[config.mk]
export PLATFORM = sky130hd
export DESIGN_NAME = enemy_motion
export DESIGN_NICKNAME = d
export VERILOG_FILES = /design/src/rtl/galaga_pkg.sv /design/src/rtl/enemy_axis_step.sv /design/src/rtl/enemy_motion.sv
export SDC_FILE = /design/constraint.sdc
export NUM_CORES = 1
export LEC_CHECK = 0
export BUFFER_PORTS_ARGS = -buffer_cell sky130_fd_sc_hd__buf_2
export CAP_MARGIN = 20
export CORE_MARGIN = 10
export CORE_UTILIZATION = 47
export CTS_CLUSTER_DIAMETER = 100
export CTS_CLUSTER_SIZE = 25
export DETAILED_ROUTE_END_ITERATION = 12
export PLACE_DENSITY = 0.85
export SLEW_MARGIN = 20
export SYNTH_ARGS = -nofsm -noshare
export SYNTH_HDL_FRONTEND = slang
export SYNTH_SLANG_ARGS = --single-unit
[constraint.sdc]
create_clock -name clk_i -period 2.45 [get_ports clk_i]
set_input_delay 0.1225 -clock clk_i [delete_from_list [all_inputs] [get_ports clk_i]]
set_output_delay 0.1225 -clock clk_i [all_outputs]
set_load 0.05 [all_outputs]
[src/rtl/galaga_pkg.sv]
// -----------------------------------------------------------------------------
// galaga_pkg
// Shared constants and types for the enemy motion blocks.
//   SCREEN_W/SCREEN_H : visible screen size in pixels
//   SPRITE_W          : square sprite edge in pixels
//   XLIM/YLIM         : largest top-left coordinate that keeps a sprite on screen
//   EXPLODE_*         : explosion sprite base address, frame count, hold strobes
//   vel_t             : signed per-frame velocity
//   enemy_motion_state_e : enemy lifecycle state
// -----------------------------------------------------------------------------
package galaga_pkg;

  localparam int SCREEN_W = 640;
  localparam int SCREEN_H = 480;
  localparam int SPRITE_W = 16;
  localparam int XLIM     = SCREEN_W - SPRITE_W;
  localparam int YLIM     = SCREEN_H - SPRITE_W;

  localparam logic [9:0] EXPLODE_BASE  = 10'h020;
  localparam int         EXPLODE_STEPS = 4;
  localparam int         EXPLODE_HOLD  = 4;

  // Counter widths, never narrower than one bit.
  localparam int STEP_W = (EXPLODE_STEPS > 1) ? $clog2(EXPLODE_STEPS) : 1;
  localparam int HOLD_W = (EXPLODE_HOLD  > 1) ? $clog2(EXPLODE_HOLD)  : 1;

  typedef logic signed [9:0] vel_t;

  typedef enum logic [1:0] {
    StIdle    = 2'd0,
    StAlive   = 2'd1,
    StExplode = 2'd2
  } enemy_motion_state_e;

  // Upper-bound clamp used for spawn coordinates.
  function automatic logic [9:0] clamp_hi(input logic [9:0] v, input logic [9:0] lim);
    return (v > lim) ? lim : v;
  endfunction

endpackage

[src/rtl/enemy_axis_step.sv]
// -----------------------------------------------------------------------------
// enemy_axis_step
// Combinational single-axis position update: position + signed velocity,
// clamped to [0, P_LIM]. When built with ENEMY_WRAP_EN and P_WRAP=1 the axis
// wraps modulo P_SPAN instead of clamping.
//   i_pos : current position (unsigned pixels)
//   i_vel : per-frame velocity (two's complement)
//   o_pos : next position
// Build macro: ENEMY_WRAP_EN
// -----------------------------------------------------------------------------
module enemy_axis_step
  import galaga_pkg::*;
#(
  parameter int P_LIM  = 624,
  parameter int P_SPAN = 640,
  parameter bit P_WRAP = 1'b0
) (
  input  logic [9:0] i_pos,
  input  vel_t       i_vel,
  output logic [9:0] o_pos
);

  localparam logic signed [11:0] LIM_S  = 12'(P_LIM);
  localparam logic signed [11:0] SPAN_S = 12'(P_SPAN);

`ifdef ENEMY_WRAP_EN
  localparam bit WRAP_ON = P_WRAP;
`else
  localparam bit WRAP_ON = P_WRAP & 1'b0;
`endif

  // One bit beyond the 11-bit sum so a large positive velocity near the far
  // edge cannot alias into a negative value.
  logic signed [11:0] w_sum;
  assign w_sum = $signed({2'b00, i_pos}) + $signed({{2{i_vel[9]}}, i_vel});

  // Clamp or wrap the raw sum back into the screen range.
  always_comb begin
    o_pos = i_pos;
    if (WRAP_ON) begin
      if (w_sum < 12'sd0) begin
        o_pos = 10'(w_sum + SPAN_S);
      end else if (w_sum >= SPAN_S) begin
        o_pos = 10'(w_sum - SPAN_S);
      end else begin
        o_pos = w_sum[9:0];
      end
    end else begin
      if (w_sum < 12'sd0) begin
        o_pos = 10'd0;
      end else if (w_sum > LIM_S) begin
        o_pos = LIM_S[9:0];
      end else begin
        o_pos = w_sum[9:0];
      end
    end
  end

endmodule

[src/rtl/enemy_motion.sv]
// -----------------------------------------------------------------------------
// enemy_motion
// Per-enemy position integrator and lifecycle (idle -> alive -> exploding -> idle).
//   clk_i, reset_ni        : clock, asynchronous active-low reset
//   frame_i, pause_i       : frame strobe and motion/explosion freeze
//   spawn_i, spawn_x/y_i   : place enemy (idle only), coordinates clamped on load
//   hit_i                  : collision (alive only), starts explosion
//   xvel_i, yvel_i         : signed per-frame velocity
//   addr_i                 : sprite address from sequencer, passed through while alive
//   x_o, y_o               : registered top-left position
//   addr_o                 : sprite address to renderer (combinational mux)
//   alive_o, exploding_o   : registered lifecycle flags
//   done_o                 : registered one-cycle pulse at explosion completion
// Build macro: ENEMY_WRAP_EN (x axis wraps around the screen instead of clamping)
// -----------------------------------------------------------------------------
module enemy_motion
  import galaga_pkg::*;
(
  input  logic       clk_i,
  input  logic       reset_ni,
  input  logic       frame_i,
  input  logic       pause_i,
  input  logic       spawn_i,
  input  logic [9:0] spawn_x_i,
  input  logic [9:0] spawn_y_i,
  input  logic       hit_i,
  input  logic [9:0] xvel_i,
  input  logic [9:0] yvel_i,
  input  logic [9:0] addr_i,
  output logic [9:0] x_o,
  output logic [9:0] y_o,
  output logic [9:0] addr_o,
  output logic       alive_o,
  output logic       exploding_o,
  output logic       done_o
);

  enemy_motion_state_e r_state, w_state_nx;
  logic [9:0]          r_x, r_y, w_x_nx, w_y_nx, w_x_step, w_y_step;
  logic [STEP_W-1:0]   r_step, w_step_nx;
  logic [HOLD_W-1:0]   r_hold, w_hold_nx;
  logic                r_alive, r_exploding, r_done, w_done_nx;
  logic                w_tick;
  vel_t                w_xvel, w_yvel;

  assign w_tick = frame_i & ~pause_i;
  assign w_xvel = vel_t'(xvel_i);
  assign w_yvel = vel_t'(yvel_i);

  enemy_axis_step #(
    .P_LIM  (XLIM),
    .P_SPAN (SCREEN_W),
    .P_WRAP (1'b1)
  ) u_x_step (
    .i_pos (r_x),
    .i_vel (w_xvel),
    .o_pos (w_x_step)
  );

  enemy_axis_step #(
    .P_LIM  (YLIM),
    .P_SPAN (SCREEN_H),
    .P_WRAP (1'b0)
  ) u_y_step (
    .i_pos (r_y),
    .i_vel (w_yvel),
    .o_pos (w_y_step)
  );

  // Next-state, position and explosion counter logic.
  always_comb begin
    w_state_nx = r_state;
    w_x_nx     = r_x;
    w_y_nx     = r_y;
    w_step_nx  = r_step;
    w_hold_nx  = r_hold;
    w_done_nx  = 1'b0;
    case (r_state)
      StIdle: begin
        if (spawn_i) begin
          w_state_nx = StAlive;
          w_x_nx     = clamp_hi(spawn_x_i, 10'(XLIM));
          w_y_nx     = clamp_hi(spawn_y_i, 10'(YLIM));
          w_step_nx  = '0;
          w_hold_nx  = '0;
        end else begin
          w_state_nx = StIdle;
        end
      end
      StAlive: begin
        // A hit wins over a same-cycle strobe, so the position freezes here.
        if (hit_i) begin
          w_state_nx = StExplode;
          w_step_nx  = '0;
          w_hold_nx  = '0;
        end else if (w_tick) begin
          w_x_nx = w_x_step;
          w_y_nx = w_y_step;
        end else begin
          w_state_nx = StAlive;
        end
      end
      StExplode: begin
        if (w_tick) begin
          if (r_hold == HOLD_W'(EXPLODE_HOLD - 1)) begin
            w_hold_nx = '0;
            if (r_step == STEP_W'(EXPLODE_STEPS - 1)) begin
              w_state_nx = StIdle;
              w_step_nx  = '0;
              w_done_nx  = 1'b1;
            end else begin
              w_step_nx = r_step + STEP_W'(1);
            end
          end else begin
            w_hold_nx = r_hold + HOLD_W'(1);
          end
        end else begin
          w_state_nx = StExplode;
        end
      end
      default: begin
        w_state_nx = StIdle;
        w_step_nx  = '0;
        w_hold_nx  = '0;
      end
    endcase
  end

  // State, position, counters and registered status flags.
  always_ff @(posedge clk_i or negedge reset_ni) begin
    if (!reset_ni) begin
      r_state     <= StIdle;
      r_x         <= 10'd0;
      r_y         <= 10'd0;
      r_step      <= '0;
      r_hold      <= '0;
      r_alive     <= 1'b0;
      r_exploding <= 1'b0;
      r_done      <= 1'b0;
    end else begin
      r_state     <= w_state_nx;
      r_x         <= w_x_nx;
      r_y         <= w_y_nx;
      r_step      <= w_step_nx;
      r_hold      <= w_hold_nx;
      r_alive     <= (w_state_nx == StAlive);
      r_exploding <= (w_state_nx == StExplode);
      r_done      <= w_done_nx;
    end
  end

  // Sprite address: sequencer while alive, explosion frames while exploding.
  always_comb begin
    addr_o = 10'd0;
    case (r_state)
      StAlive:   addr_o = addr_i;
      StExplode: addr_o = EXPLODE_BASE + 10'(r_step);
      default:   addr_o = 10'd0;
    endcase
  end

  assign x_o         = r_x;
  assign y_o         = r_y;
  assign alive_o     = r_alive;
  assign exploding_o = r_exploding;
  assign done_o      = r_done;

endmodule
==> summary.txt <==
Outcome
  • Status: finished with violations
  • Failing checks: negative setup slack

Worst setup path
  • CP max FO: 3
  • WP data required: 2.63 ns
  • Crit path DAT: between 3 and 4 ns
  • Crit path launch type: flip-flop
  • WS Path Type: reg -> reg
  • Element type at the critical path end: flip-flop

Clocking
  • CTS H-tree depth: 2
  • Clock latency on the worst-skew pair: between 0.2 and 0.3 ns
  • Clock-pin slew on the worst setup and hold paths: approximately 0.070 ns
  • CTS tree: done
  • Clock Sinks: 29
  • Maximum buffer depth of the clock tree: 2
  • CTS Buf Count: 5
  • Clk root buf: clkbuf_8

Yosys
  • Sequential-to-total area share from yosys stat: 26.3%
  • Async S/R FF share, synth: 100%
  • Syn Area/Cell: roughly 8.5 sq um
  • Post-synthesis cell type count: just over 60
  • Synth Instances: between 300 and 400
  • Post-synthesis mux area share: less than 1%
  • Ranking of synthesized cells by area: dfrtp_1, ha_1, a22oi_1, nor2_1, o21ai_0
  • Largest family of logic cells by synthesized area: compound AO/OA/AOI/OAI gates
  • Synth Register Bits: 29
  • XOR/XNOR share of the synthesized area: around 4.4%
  • Syn_nets: 410
  • Cell Area, Synth: between 2000 and 3000 sq um
  • Synth warnings: 0
  • Top-area cell type share of the netlist area: a little over a quarter
  • Post-synthesis simple-gate area fraction: 21.4%
  • Top cell type by total area after synthesis: dfrtp_1
  • Number of synthesized flops with an enable pin: 0
  • Adder-Cell Fraction of Synth Area: ~14%
  • Compound-Gate Fraction of Synth Area: a little under a third
  • Top_reg_cell synth: dfrtp_1

Timing
  • Worst-Margin Slew: 0.693 ns
  • Fin. max-slew vios: 0
  • Unrepaired setup endpoints after global routing: true
  • Final setup skew: approximately 0.012 ns
  • Final hold violation count: 0
  • Fin Setup TNS: -5.13 ns
  • Fmax: 0.347 GHz
  • Final period utilization: 118%
  • Worst Slack Setup Final: -0.434 ns
  • Relative slew slack: 53.8%
  • Crit path time final: ~2.9 ns
  • Final setup fails: 19

Power and ir drop
  • Power Internal: 2.88 mW
  • Leakage: between 2 and 2.5 nW
  • Combinational fraction of design power: between 70% and 80%
  • Maximum VDD drop: around 0.00093 V
  • Part of the power in registers: 13.4%
  • Pwr per Cell Area: 1420 nW/um^2
  • Sw frac: 52.5%
  • Clock share of power: between 7 and 8%
  • Sw Pwr: 3.18 mW

Layout
  • Final std cell area, no fill: 4280 sq um
  • Area grow syn2layout: 54.8%
  • Nets: 568
  • Diodes inserted: 0
  • Commonest non-fill, non-tap cell in the layout: buf_2
  • Final Non-Filler Cells: approximately 560
  • Utilization after layout: around 76%
  • Most frequent cells in the layout: buf_2, buf_4, nor2_1, ha_1
  • Share of cells above drive strength 1: just under 50%

Worst hold path
  • Worst Hold Class: in -> reg

Place
  • DP Area: about 3800 sq um
  • GP Congestion: 0.910
  • Port buffer count: 88
  • Worst slack, placed: -0.399 ns
  • DP HPWL: approximately 7.7 mm
  • Placed cells: 539

Drt
  • Vias: roughly 3400
  • Iteration-0 DRC Markers: 276
  • First drt pass iteration count: 6
  • Drt total wl: between 10 and 15 mm
  • WL per Instance: between 20 and 25 microns
  • # DRC: 0
  • Via-to-Cell Ratio: 6.15
  • Antenna Nets Post-Route: 0

Job
  • Max Cap Violations: 0

Global route
  • First-pass GRT wire length: 16.3 mm
  • Initial antenna violation count: 0
  • Vias in the first global route: 3351
  • Total gr overflow: 0
  • Largest net degree at the start of global routing: 30
  • GRT Util Overall: around 21%

Floorplan
  • Die area: 9340 sq um
  • Die Y: 96.7 microns
  • Ports: between 80 and 90
  • Initial Utilization: about 50%
  • Cell Rows: 27
  • Placeable Area: about 5600 sq um
  • Chip width: just under 100 microns
-- per-layer routing --
| metal | vias up | global-route usage, % | part of all wire (%) |
|---|---|---|---|
| met5 | - | 0 | 0 |
| met3 | 58 | 4.26 | 6.2 |
| met1 | 1634 | 21.7 | 36 |
| met4 | 0 | 10.7 | 5.4 |
| li1 | 1529 | - | - |
| met2 | 192 | 37.6 | 52 |
-- metrics by stage --
stage	total power, mW	hold WS (ns)
finish	6.07	0.0699
global route	6.34	0.0942
CTS	5.48	0.0767
detailed placement	4.72	0.200
global placement	4.55	0.200
floorplan	3.33	-0.173
-- flip-flops by register name, indices dropped and copies added (netlist names) --
register	cells
r_state	2
r_step	2
done_o	1
r_hold	2
alive_o	1
y_o	10
exploding_o	1
x_o	10
-- Yosys cell counts, drive strengths merged, types with 8 or more instances --
master,number
dfrtp,29
nor2b,12
xor2,8
a21oi,16
nor3,14
ha,28
inv,19
o21ai,29
nand2,20
nor2,32
a22oi,15
and3,10
-- path summary, 6_finish.rpt --
path / cells after the start / to / from / slack [ns]
max in group asynchronous: 2 / y_o[6] / reset_ni / 1.55
worst min-delay path: 3 / y_o[3] / spawn_y_i[3] / 0.07
worst max-delay path: 9 / y_o[4] / y_o[1] / -0.43
min in group asynchronous: 2 / r_step[1] / reset_ni / 0.40
worst max register to register: 9 / y_o[4] / y_o[1] / -0.43
worst min register to register: 2 / r_step[1] / r_step[1] / 0.56
-- worst max-delay path, stage by stage (launching register included) --
cell	delay [ns]
dfrtp_2	0.46
ha_4	0.25
a211oi_4	0.38
o21ai_2	0.15
a31oi_2	0.19
nor2_1	0.08
a211o_1	0.34
nor2_2	0.22
or3b_4	0.40
a221o_1	0.30
-- timing repair --
item                                    in CTS  in global routing
gates cloned                                 0                  0
buffers inserted                             4                  3
hold buffers                                 1                  0
endpoints found under the setup margin      19                 19
gates resized for setup                     32                 25
hold endpoints to repair                    29                  0
pin swaps                                   17                 16
-- cells by family (layout without fill, tap and decap cells) --
kind of cell | Yosys count | after routing
compound gates | 112 | 112
xor+xnor | 14 | 14
fa+ha+maj | 30 | 30
buf+inv | 23 | 182
flops | 29 | 29
mux | 1 | 1
simple gates | 115 | 115
-- power by group through the flow --
stage / Clock (mW) / Combinational (mW) / Sequential (mW)
after floorplan: 0 / 2.07 / 1.26
after global placement: 0 / 3.76 / 0.789
after detailed placement: 0 / 3.92 / 0.801
after CTS: 0.422 / 4.26 / 0.796
after global routing: 0.451 / 5.06 / 0.825
final: 0.436 / 4.82 / 0.814
-- layout make-up --
class	count	area, sq um
clock buffer	8	90.1
inverter	19	71.3
sequential	29	739
tap	72	90.1
fill	362	1330
multi-input combinational	272	2330
timing repair buffer	155	961
No activity file was read; power rests on OpenSTA's default activity.
